[src/rtl/redmule_castout_stream.sv]
// Output cast/pack stage between the RedMulE Z-buffer and the store streamer.
// FP16 beats pass through, or are down-cast to FP8 (E5M2) and packed two-to-one.
module redmule_castout_stream #(
    parameter int DATA_W    = 256,
    parameter int PIPE_REGS = 1
) (
    input  logic                clk_i,
    input  logic                rst_ni,
    input  logic                clear_i,
    input  logic                cast_en_i,
    input  logic                src_valid_i,
    output logic                src_ready_o,
    input  logic [DATA_W-1:0]   src_data_i,
    input  logic                src_last_i,
    output logic                dst_valid_o,
    input  logic                dst_ready_i,
    output logic [DATA_W-1:0]   dst_data_o,
    output logic [DATA_W/8-1:0] dst_strb_o,
    output logic                dst_last_o
);
    localparam int NL = DATA_W / 16;
    localparam int HW = DATA_W / 2;
    localparam int SW = DATA_W / 8;

    localparam logic [0:0] ST_EMPTY = 1'b0;
    localparam logic [0:0] ST_HALF  = 1'b1;

    // Handshake: a beat moves on either port only in a cycle where valid and
    // ready are both high at the rising edge; a raised valid is held, with its
    // payload unchanged, until that happens. src_ready_o is a flop.

    // RNE truncation of the low mantissa byte; NaN is forced quiet so that
    // rounding can never turn it into an infinity.
    function automatic logic [7:0] cast_lane(input logic [15:0] x);
        logic [7:0] y;
        if ((x[14:10] == 5'h1f) && (x[9:0] != 10'd0)) begin
            y = {x[15], 7'h7E};
        end else begin
            y = x[15:8] + {7'd0, x[7] & (x[8] | (|x[6:0]))};
        end
        return y;
    endfunction

    logic              src_ready_q;
    logic              src_fire;
    logic              pkt_open_q;
    logic              mode_q;
    logic              beat_mode;
    logic [HW-1:0]     cast_in;

    logic              item_valid;
    logic [DATA_W-1:0] item_data;
    logic [HW-1:0]     item_cast;
    logic              item_last;
    logic              item_mode;
    logic              stg_free_d;

    logic [0:0]        state_q, state_d;
    logic [HW-1:0]     half_q, half_d;
    logic              advance;
    logic              push;
    logic [DATA_W-1:0] push_data;
    logic [SW-1:0]     push_strb;
    logic              push_last;

    logic              out_valid_q, skid_valid_q;
    logic [DATA_W-1:0] out_data_q, skid_data_q;
    logic [SW-1:0]     out_strb_q, skid_strb_q;
    logic              out_last_q, skid_last_q;
    logic              pop;
    logic              full;
    logic [1:0]        cnt, cnt_d;
    logic              ready_d;

    assign src_ready_o = src_ready_q;
    assign src_fire    = src_valid_i & src_ready_q;
    assign beat_mode   = pkt_open_q ? mode_q : cast_en_i;

    always_comb begin
        cast_in = '0;
        for (int i = 0; i < NL; i++) begin
            cast_in[8*i +: 8] = cast_lane(src_data_i[16*i +: 16]);
        end
    end

    // Mode is captured on the opening beat and held until the tail is taken.
    always_ff @(posedge clk_i or negedge rst_ni) begin
        if (!rst_ni) begin
            pkt_open_q <= 1'b0;
            mode_q     <= 1'b0;
        end else if (clear_i) begin
            pkt_open_q <= 1'b0;
            mode_q     <= 1'b0;
        end else if (src_fire) begin
            if (!pkt_open_q) begin
                mode_q <= cast_en_i;
            end
            pkt_open_q <= ~src_last_i;
        end
    end

    assign pop     = out_valid_q & dst_ready_i;
    assign full    = out_valid_q & skid_valid_q;
    assign advance = item_valid & (~full | pop);

    generate
        if (PIPE_REGS != 0) begin : g_pipe
            logic              stg_valid;
            logic [DATA_W-1:0] stg_data;
            logic [HW-1:0]     stg_cast;
            logic              stg_last;
            logic              stg_mode;

            always_ff @(posedge clk_i or negedge rst_ni) begin
                if (!rst_ni) begin
                    stg_valid <= 1'b0;
                    stg_data  <= '0;
                    stg_cast  <= '0;
                    stg_last  <= 1'b0;
                    stg_mode  <= 1'b0;
                end else if (clear_i) begin
                    stg_valid <= 1'b0;
                end else if (src_fire) begin
                    stg_valid <= 1'b1;
                    stg_data  <= src_data_i;
                    stg_cast  <= cast_in;
                    stg_last  <= src_last_i;
                    stg_mode  <= beat_mode;
                end else if (advance) begin
                    stg_valid <= 1'b0;
                end
            end

            assign item_valid = stg_valid;
            assign item_data  = stg_data;
            assign item_cast  = stg_cast;
            assign item_last  = stg_last;
            assign item_mode  = stg_mode;
            assign stg_free_d = ~(src_fire | (stg_valid & ~advance));
        end else begin : g_comb
            assign item_valid = src_fire;
            assign item_data  = src_data_i;
            assign item_cast  = cast_in;
            assign item_last  = src_last_i;
            assign item_mode  = beat_mode;
            assign stg_free_d = 1'b0;
        end
    endgenerate

    always_comb begin
        push      = 1'b0;
        push_data = '0;
        push_strb = '0;
        push_last = 1'b0;
        state_d   = state_q;
        half_d    = half_q;
        if (advance) begin
            if (!item_mode) begin
                push      = 1'b1;
                push_data = item_data;
                push_strb = '1;
                push_last = item_last;
            end else if (state_q == ST_HALF) begin
                push      = 1'b1;
                push_data = {item_cast, half_q};
                push_strb = '1;
                push_last = item_last;
                state_d   = ST_EMPTY;
            end else if (item_last) begin
                push      = 1'b1;
                push_data = {{HW{1'b0}}, item_cast};
                push_strb = {{(SW/2){1'b0}}, {(SW/2){1'b1}}};
                push_last = 1'b1;
            end else begin
                state_d = ST_HALF;
                half_d  = item_cast;
            end
        end
    end

    always_ff @(posedge clk_i or negedge rst_ni) begin
        if (!rst_ni) begin
            state_q <= ST_EMPTY;
            half_q  <= '0;
        end else if (clear_i) begin
            state_q <= ST_EMPTY;
            half_q  <= '0;
        end else begin
            state_q <= state_d;
            half_q  <= half_d;
        end
    end

    // Main output register plus one skid entry; push into a full pair only
    // happens together with a pop.
    always_ff @(posedge clk_i or negedge rst_ni) begin
        if (!rst_ni) begin
            out_valid_q  <= 1'b0;
            out_data_q   <= '0;
            out_strb_q   <= '0;
            out_last_q   <= 1'b0;
            skid_valid_q <= 1'b0;
            skid_data_q  <= '0;
            skid_strb_q  <= '0;
            skid_last_q  <= 1'b0;
        end else if (clear_i) begin
            out_valid_q  <= 1'b0;
            out_data_q   <= '0;
            out_strb_q   <= '0;
            out_last_q   <= 1'b0;
            skid_valid_q <= 1'b0;
            skid_data_q  <= '0;
            skid_strb_q  <= '0;
            skid_last_q  <= 1'b0;
        end else if (pop) begin
            if (skid_valid_q) begin
                out_data_q <= skid_data_q;
                out_strb_q <= skid_strb_q;
                out_last_q <= skid_last_q;
                if (push) begin
                    skid_data_q <= push_data;
                    skid_strb_q <= push_strb;
                    skid_last_q <= push_last;
                end else begin
                    skid_valid_q <= 1'b0;
                end
            end else if (push) begin
                out_data_q <= push_data;
                out_strb_q <= push_strb;
                out_last_q <= push_last;
            end else begin
                out_valid_q <= 1'b0;
            end
        end else if (push) begin
            if (out_valid_q) begin
                skid_valid_q <= 1'b1;
                skid_data_q  <= push_data;
                skid_strb_q  <= push_strb;
                skid_last_q  <= push_last;
            end else begin
                out_valid_q <= 1'b1;
                out_data_q  <= push_data;
                out_strb_q  <= push_strb;
                out_last_q  <= push_last;
            end
        end
    end

    // Ready for next cycle only if a beat taken then is guaranteed a slot.
    assign cnt     = {1'b0, out_valid_q} + {1'b0, skid_valid_q};
    assign cnt_d   = cnt + {1'b0, push} - {1'b0, pop};
    assign ready_d = (cnt_d < 2'd2) | stg_free_d;

    always_ff @(posedge clk_i or negedge rst_ni) begin
        if (!rst_ni) begin
            src_ready_q <= 1'b1;
        end else if (clear_i) begin
            src_ready_q <= 1'b1;
        end else begin
            src_ready_q <= ready_d;
        end
    end

    assign dst_valid_o = out_valid_q;
    assign dst_data_o  = out_data_q;
    assign dst_strb_o  = out_strb_q;
    assign dst_last_o  = out_last_q;

endmodule

[config.mk]
export PLATFORM = sky130hd
export DESIGN_NAME = redmule_castout_stream
export DESIGN_NICKNAME = d
export VERILOG_FILES = /design/src/rtl/redmule_castout_stream.sv
export SDC_FILE = /design/constraint.sdc
export NUM_CORES = 2
export LEC_CHECK = 0
export CELL_PAD_IN_SITES_DETAIL_PLACEMENT = 1
export CELL_PAD_IN_SITES_GLOBAL_PLACEMENT = 2
export CORE_UTILIZATION = 35
export DETAILED_ROUTE_END_ITERATION = 7
export GPL_TIMING_DRIVEN = 0
export PLACE_DENSITY = 0.8
export REMOVE_ABC_BUFFERS = 1
export SYNTH_ARGS = -nofsm -noshare
export SYNTH_HDL_FRONTEND = slang
export SYNTH_SLANG_ARGS = --single-unit
[constraint.sdc]
create_clock -name clk_i -period 3.2 [get_ports clk_i]
set_input_delay 0.64 -clock clk_i [delete_from_list [all_inputs] [get_ports clk_i]]
set_output_delay 0.64 -clock clk_i [all_outputs]
set_load 0.005 [all_outputs]
Yosys cells after proc, flatten, opt, wreduce, memory -nomap -nowiden. Cells that the tools add are included.

Register bits: 1099. Bits of input ports: 263. Output and inout bits: 291.

Multiplexer cells: 94. $add $sub $neg: 19. Equality and inequality tests: 23. Magnitude comparators: 1. Reduce and logical (&&, ||, !) cells: 62. Bitwise gates (word level): 45.

Operators with widths (number): 256-bit two-way mux (14); 128-bit two-way mux (6); 32-bit two-way mux (14); 10-bit nonzero test (16); 8-bit by 1-bit adder with 8-bit output (16); 8-bit two-way mux (16); 7-bit OR reduction (16); 5-bit == test (second input constant) (16); 1-bit two-way mux (43); 1-bit AND (21); 1-bit bitwise OR (19); 1-bit logical AND (16); 16-bit two-way mux (1); 3-bit != test (second input constant) (4); 3-bit nonzero test (4); 4-bit AND reduction (2); 2-bit AND reduction (3); 3-bit AND reduction (2); 2-bit nonzero test (3); 1-bit NOT (5); 2-bit != test (second input constant) (2); 3-bit by 2-bit != test with 1-bit output (second input constant) (1); 1-bit by 1-bit adder with 2-bit output (1); 2-bit by 1-bit adder with 2-bit output (1); other kinds (2) (2).

Depth between registers and ports, before layout.
Depth after elaboration: 10. Depth in mapped cells: 10. Gate-level depth less buffers: 8.

Worst setup path after synthesis. Ideal clock, no wire load.

Kind: in2reg. Start: input dst_ready_i. End: register src_ready_q, in the netlist src_ready_o. Arrival: 2.226 ns. Setup slack: 0.886 ns. Setup time: 0.088 ns. Stages: 9. Data required time: 3.112 ns. Cells stage by stage: and3b_1 > clkbuf_1 > or3_1 > ha_1 > inv_1 > ha_1 > a21oi_1 > xnor2_1 > nand2_1.

Word-level cells in the longest chain between the ends: 9.

RTL lines: start, declared (RTL line 16) `input logic dst_ready_i,`; 1-bit AND (*) (RTL line 102) `assign pop = out_valid_q & dst_ready_i;`; 1-bit bitwise OR (RTL line 104) `assign advance = item_valid & (~full | pop);`; 1-bit AND (RTL line 104); 1-bit two-way mux / 1-bit NOT (equally long branches) (RTL line 157, 139); 2-bit by 1-bit adder with 2-bit output / 1-bit AND (equally long branches) (RTL line 251, 139); 2-bit by 1-bit subtractor with 2-bit output / 1-bit bitwise OR (equally long branches) (RTL line 251, 139); 2-bit less-than comparator / 1-bit NOT (equally long branches) (RTL line 252, 139); 1-bit bitwise OR (*) (RTL line 252) `assign ready_d = (cnt_d < 2'd2) | stg_free_d;`; 1-bit two-way mux (*) (RTL line 257) `end else if (clear_i) begin`; end signal, assigned (RTL line 260) `src_ready_q <= ready_d;`; end, declared (RTL line 44) `logic src_ready_q;`.

Mark *: on every way between the ends. The rest lies on a longest branch, timed or not. A chain may end at the register's enable or synchronous reset.

Worst setup path in the final report.
Start: register out_valid_q, in the netlist dst_valid_o. End: register out_data_q[213], in the netlist dst_data_o[213].

Word-level cells in the longest chain between the ends: 9.

RTL lines: start, declared (RTL line 66) `logic out_valid_q, skid_valid_q;`; start signal, assigned (RTL line 198) `out_valid_q <= 1'b0;`; start signal, assigned (RTL line 207) `out_valid_q <= 1'b0;`; start signal, assigned (RTL line 232) `out_valid_q <= 1'b0;`; 1-bit AND (RTL line 103) `assign full = out_valid_q & skid_valid_q;`; 1-bit NOT (RTL line 104); 1-bit bitwise OR (RTL line 104); 1-bit AND (RTL line 104); 256-bit two-way mux (RTL line 157) `if (advance) begin`; 256-bit two-way mux (on tied branches) (RTL line 235, 227); 256-bit two-way mux (on tied branches) (RTL line 234, 216); 256-bit two-way mux (RTL line 215) `end else if (pop) begin`; 256-bit two-way mux (RTL line 206) `end else if (clear_i) begin`; end signal, assigned (RTL line 217) `out_data_q <= skid_data_q;`; end signal, assigned (RTL line 228) `out_data_q <= push_data;`; end signal, assigned (RTL line 242) `out_data_q <= push_data;`; end, declared (RTL line 67) `logic [DATA_W-1:0] out_data_q, skid_data_q;`.

Parallel ways exist; a longest one is shown, timed or not. The select of a mux whose other input is x is not followed.

==> reports/qor.yml <==
ff2ff_path_depth: 8
yosys_most_used_dff: "dfrtp_1"
die_h_um: 373.8
endpoint: "dst_data_o[213]$_DFFE_PN0P_"
synth-edff-count: 0
clock_path_buffers: 3
die_w_um: 373.8
layout_setup_ws_ns: 0.1696
path_class: "register to register"
synth_cell_types: 44
num-nets-final: 6185
std_cell_rows: 136
setup_violations: 0
grt_overflow: 0
crit_path_end_kind: "register"
ir_drop_mv: 0.3732
clk_latency_ns: 0.77
worstHoldPathType: "input port to async pin"
numClockSinks: 1039
drt_iter0_markers: 2760
fin_crit_ns: 3.030
drt-total-wl_um: 189600
cpPeakStageDelay_ns: 0.66
drv_slew: 0
async_reset_ff_frac: 1.000
grt_pass1_vias: 44400
path_max_fanout: 34
grt_start_max_net_pins: 169
synthMuxAreaShare: 0.0004137
final_common_cell: "nand2_1"
area_delta_synth_final_pct: 27.77
dp_hpwl_um: 126400
finalNonFillerCells: 7816
synth_warnings: 0
critical-path-slowest-cell: "nor2_4"
setup_tns_ns: 0
cts_tree: "yes"
synthCells: 5512
grt_pass1_wl_um: 288400
pwr-share-seq: 0.420
switching_share: 0.2860
antenna_found_initial: 27
power_mw: 35.49
stdcell_area_um2: 61830
r2r-end: "dst_data_o[213]$_DFFE_PN0P_"
tightest_slew_ns: 1.324
firstDrtPassIters: 7
dpl_cell_area_um2: 57090
netlist_top_cells_area: "dfrtp_1 (54%), nand2_1 (13%), o21ai_0 (5.4%)"
synth.avg_cell_area_um2: 8.779
critPathArrivalTime_ns: 3.69
cp.depth: 8
mappedNetlistArea_um2: 48390
final_antenna_net_count: 0
pwr-share-comb: 0.153
cp-startpoint: "dst_valid_o$_DFFE_PN0P_"
wl_per_cell_um: 24.26
gp_congestion: 0.8077
root_buffer: "clkbuf_16"
max-slew-margin-rel: 0.1092
path_cells: "and3b_1 -> nor2_4 -> buf_12 -> buf_12 -> buf_16 -> buf_16 -> a21oi_1 -> o31ai_1"
numCtsBuffers: 131
layout.cells.most_common_list: "nand2_1 (1634), dfrtp_1 (1035), clkdlybuf4s50_1 (551), o21ai_0 (523), nor2_1 (272)"
p_switching_mw: 10.15
ys_seq_area_frac: 0.5374
yosys.area_share.simple: 0.1954
clk_pin_slew_worst_paths_ns: 0.05
status: "complete, but fails checks"
synth_compound_area_frac: 0.1913
num_io_pins: 554
h-tree-depth: 4
skew_ns: 0.02598
drc_errors: 4
dp_slack_ns: -0.9520
reg2reg_slack_ns: 0.17
violations: "DRC"
p_clk_frac: 0.428
initial_core_util: 0.3524
yosys.area.top_type: "dfrtp_1"
track_usage: 0.2694
p_per_area_nw_per_um2: 573.9
reg2reg_from: "dst_valid_o$_DFFE_PN0P_"
crit_required_ns: 3.86
max-cap-violations: 0
internal_power_mw: 25.34
synth_fa_ha_area_frac: 0.004654
max_freq_ghz: 0.3300
drive_above_1_share: 0.08636
synth_top_family_by_area: "simple AND/OR/NAND/NOR gates"
fin_crit_sh: 0.9470
ys_seq_elements: 1039
vias: 42870
synth_xor_area_frac: 0.01774
hold_viol: 0
placedCellCount: 7541
dieArea_um2: 139700
crit_buf_inv: 4
synth_top_area_frac: 0.5368
timing.critical_path.from_type: "register"
viasPerCell: 5.485
coreArea_um2: 137300
total_leakage_power_nw: 26.55
crit_family: "simple AND/OR/NAND/NOR gates"
io_buffers: 553
==> worst reg2reg max path: stages (launching register included) <==
cell and delay (ns):
dfrtp_1 0.59, and3b_1 0.39, nor2_4 0.66, buf_12 0.32, buf_12 0.24, buf_16 0.23, buf_16 0.18, a21oi_1 0.10
o31ai_1 0.23
==> power by group through the flow <==
| stage | sequential [mW] | combinational, mW | clock (mW) |
|---|---|---|---|
| after detailed placement | 15.2 | 5.17 | 0 |
| after floorplan | 15.1 | 2.77 | 0 |
| after global placement | 15.6 | 4.77 | 0 |
| after global routing | 15.0 | 5.98 | 16.0 |
| after CTS | 14.9 | 5.39 | 15.5 |
| final | 14.9 | 5.41 | 15.2 |
==> cell usage after synthesis (119+ instances only) <==
library cell  instances
buf_2               119
clkbuf_1            292
or2_2               128
nand3_1             166
inv_1               149
o31ai_1             261
a22o_1              137
nor2_1              276
o211ai_1            128
a32oi_1             128
o21ai_0             524
dfrtp_1            1038
a21oi_1             233
nand2_1            1635
==> cell families after synthesis <==
logic type,after synthesis
simple gates,2302
compound gates,1441
flops,1039
buf+inv,612
xor+xnor,98
fa+ha+maj,18
mux,2
==> layer usage <==
metal	GRT usage	wire, µm
met4	0.09962	5964
met5	0	73
met2	0.4287	89090
met1	0.3709	86340
met3	0.03999	8113
==> cell type report <==
type	count	area (µm²)
multi-input cells	3864	20020
inverters	149	559.3
repair buffers	719	8591
clock buffers	190	3836
clock inverters	37	508.0
well taps	1794	2245
diodes	24	60.06
fillers	15500	75490
flip-flops and latches	1039	26010
==> per-stage QoR <==
step           utilization  hold slack, ns
6_report            0.4502          0.4208
5_1_grt             0.4501          0.4171
4_1_cts             0.4490          0.3632
3_5_place_dp        0.4157          0.4536
3_3_place_gp        0.3944          0.4525
2_1_floorplan            -          0.3444
==> registers in the layout (all words and copies together) (netlist names) <==
| register | flops |
|---|---|
| dst_valid_o | 1 |
| dst_data_o | 256 |
| pkt_open_q | 1 |
| src_ready_o | 1 |
| g_pipe.stg_mode | 1 |
| g_pipe.stg_last | 1 |
| half_q | 128 |
| state_q | 1 |
| mode_q | 1 |
| g_pipe.stg_valid | 1 |
| skid_last_q | 1 |
| skid_valid_q | 1 |
| skid_strb_q | 2 |
| dst_last_o | 1 |
| g_pipe.stg_data | 256 |
| dst_strb_o | 2 |
| skid_data_q | 256 |
| g_pipe.stg_cast | 128 |
==> timing repair <==
item | CTS | global route
pin swaps | 2 | 1
hold endpoints to repair | 63 | 0
resized for setup | 9 | 1
endpoints found under the setup margin | 284 | 61
hold buffers | 1 | 0
buffers inserted | 8 | 12
gates cloned | 3 | 0
==> worst min path at each step <==
| stage | endpoint | cells past startpoint | slack, ns | start |
|---|---|---|---|---|
| floorplan | dst_data_o[0]$_DFFE_PN0P_ | 0 | 0.34 | rst_ni |
| global placement | g_pipe.stg_data[116]$_DFFE_PN0P_ | 2 | 0.45 | g_pipe.stg_data[116]$_DFFE_PN0P_ |
| detailed placement | g_pipe.stg_data[24]$_DFFE_PN0P_ | 2 | 0.45 | g_pipe.stg_data[24]$_DFFE_PN0P_ |
| CTS | g_pipe.stg_cast[119]$_DFFE_PN0P_ | 3 | 0.36 | src_data_i[239] |
| global route | skid_data_q[228]$_DFFE_PN0P_ | 2 | 0.42 | rst_ni |
| finish | skid_data_q[228]$_DFFE_PN0P_ | 2 | 0.42 | rst_ni |
No activity file was read; power rests on OpenSTA's default activity.
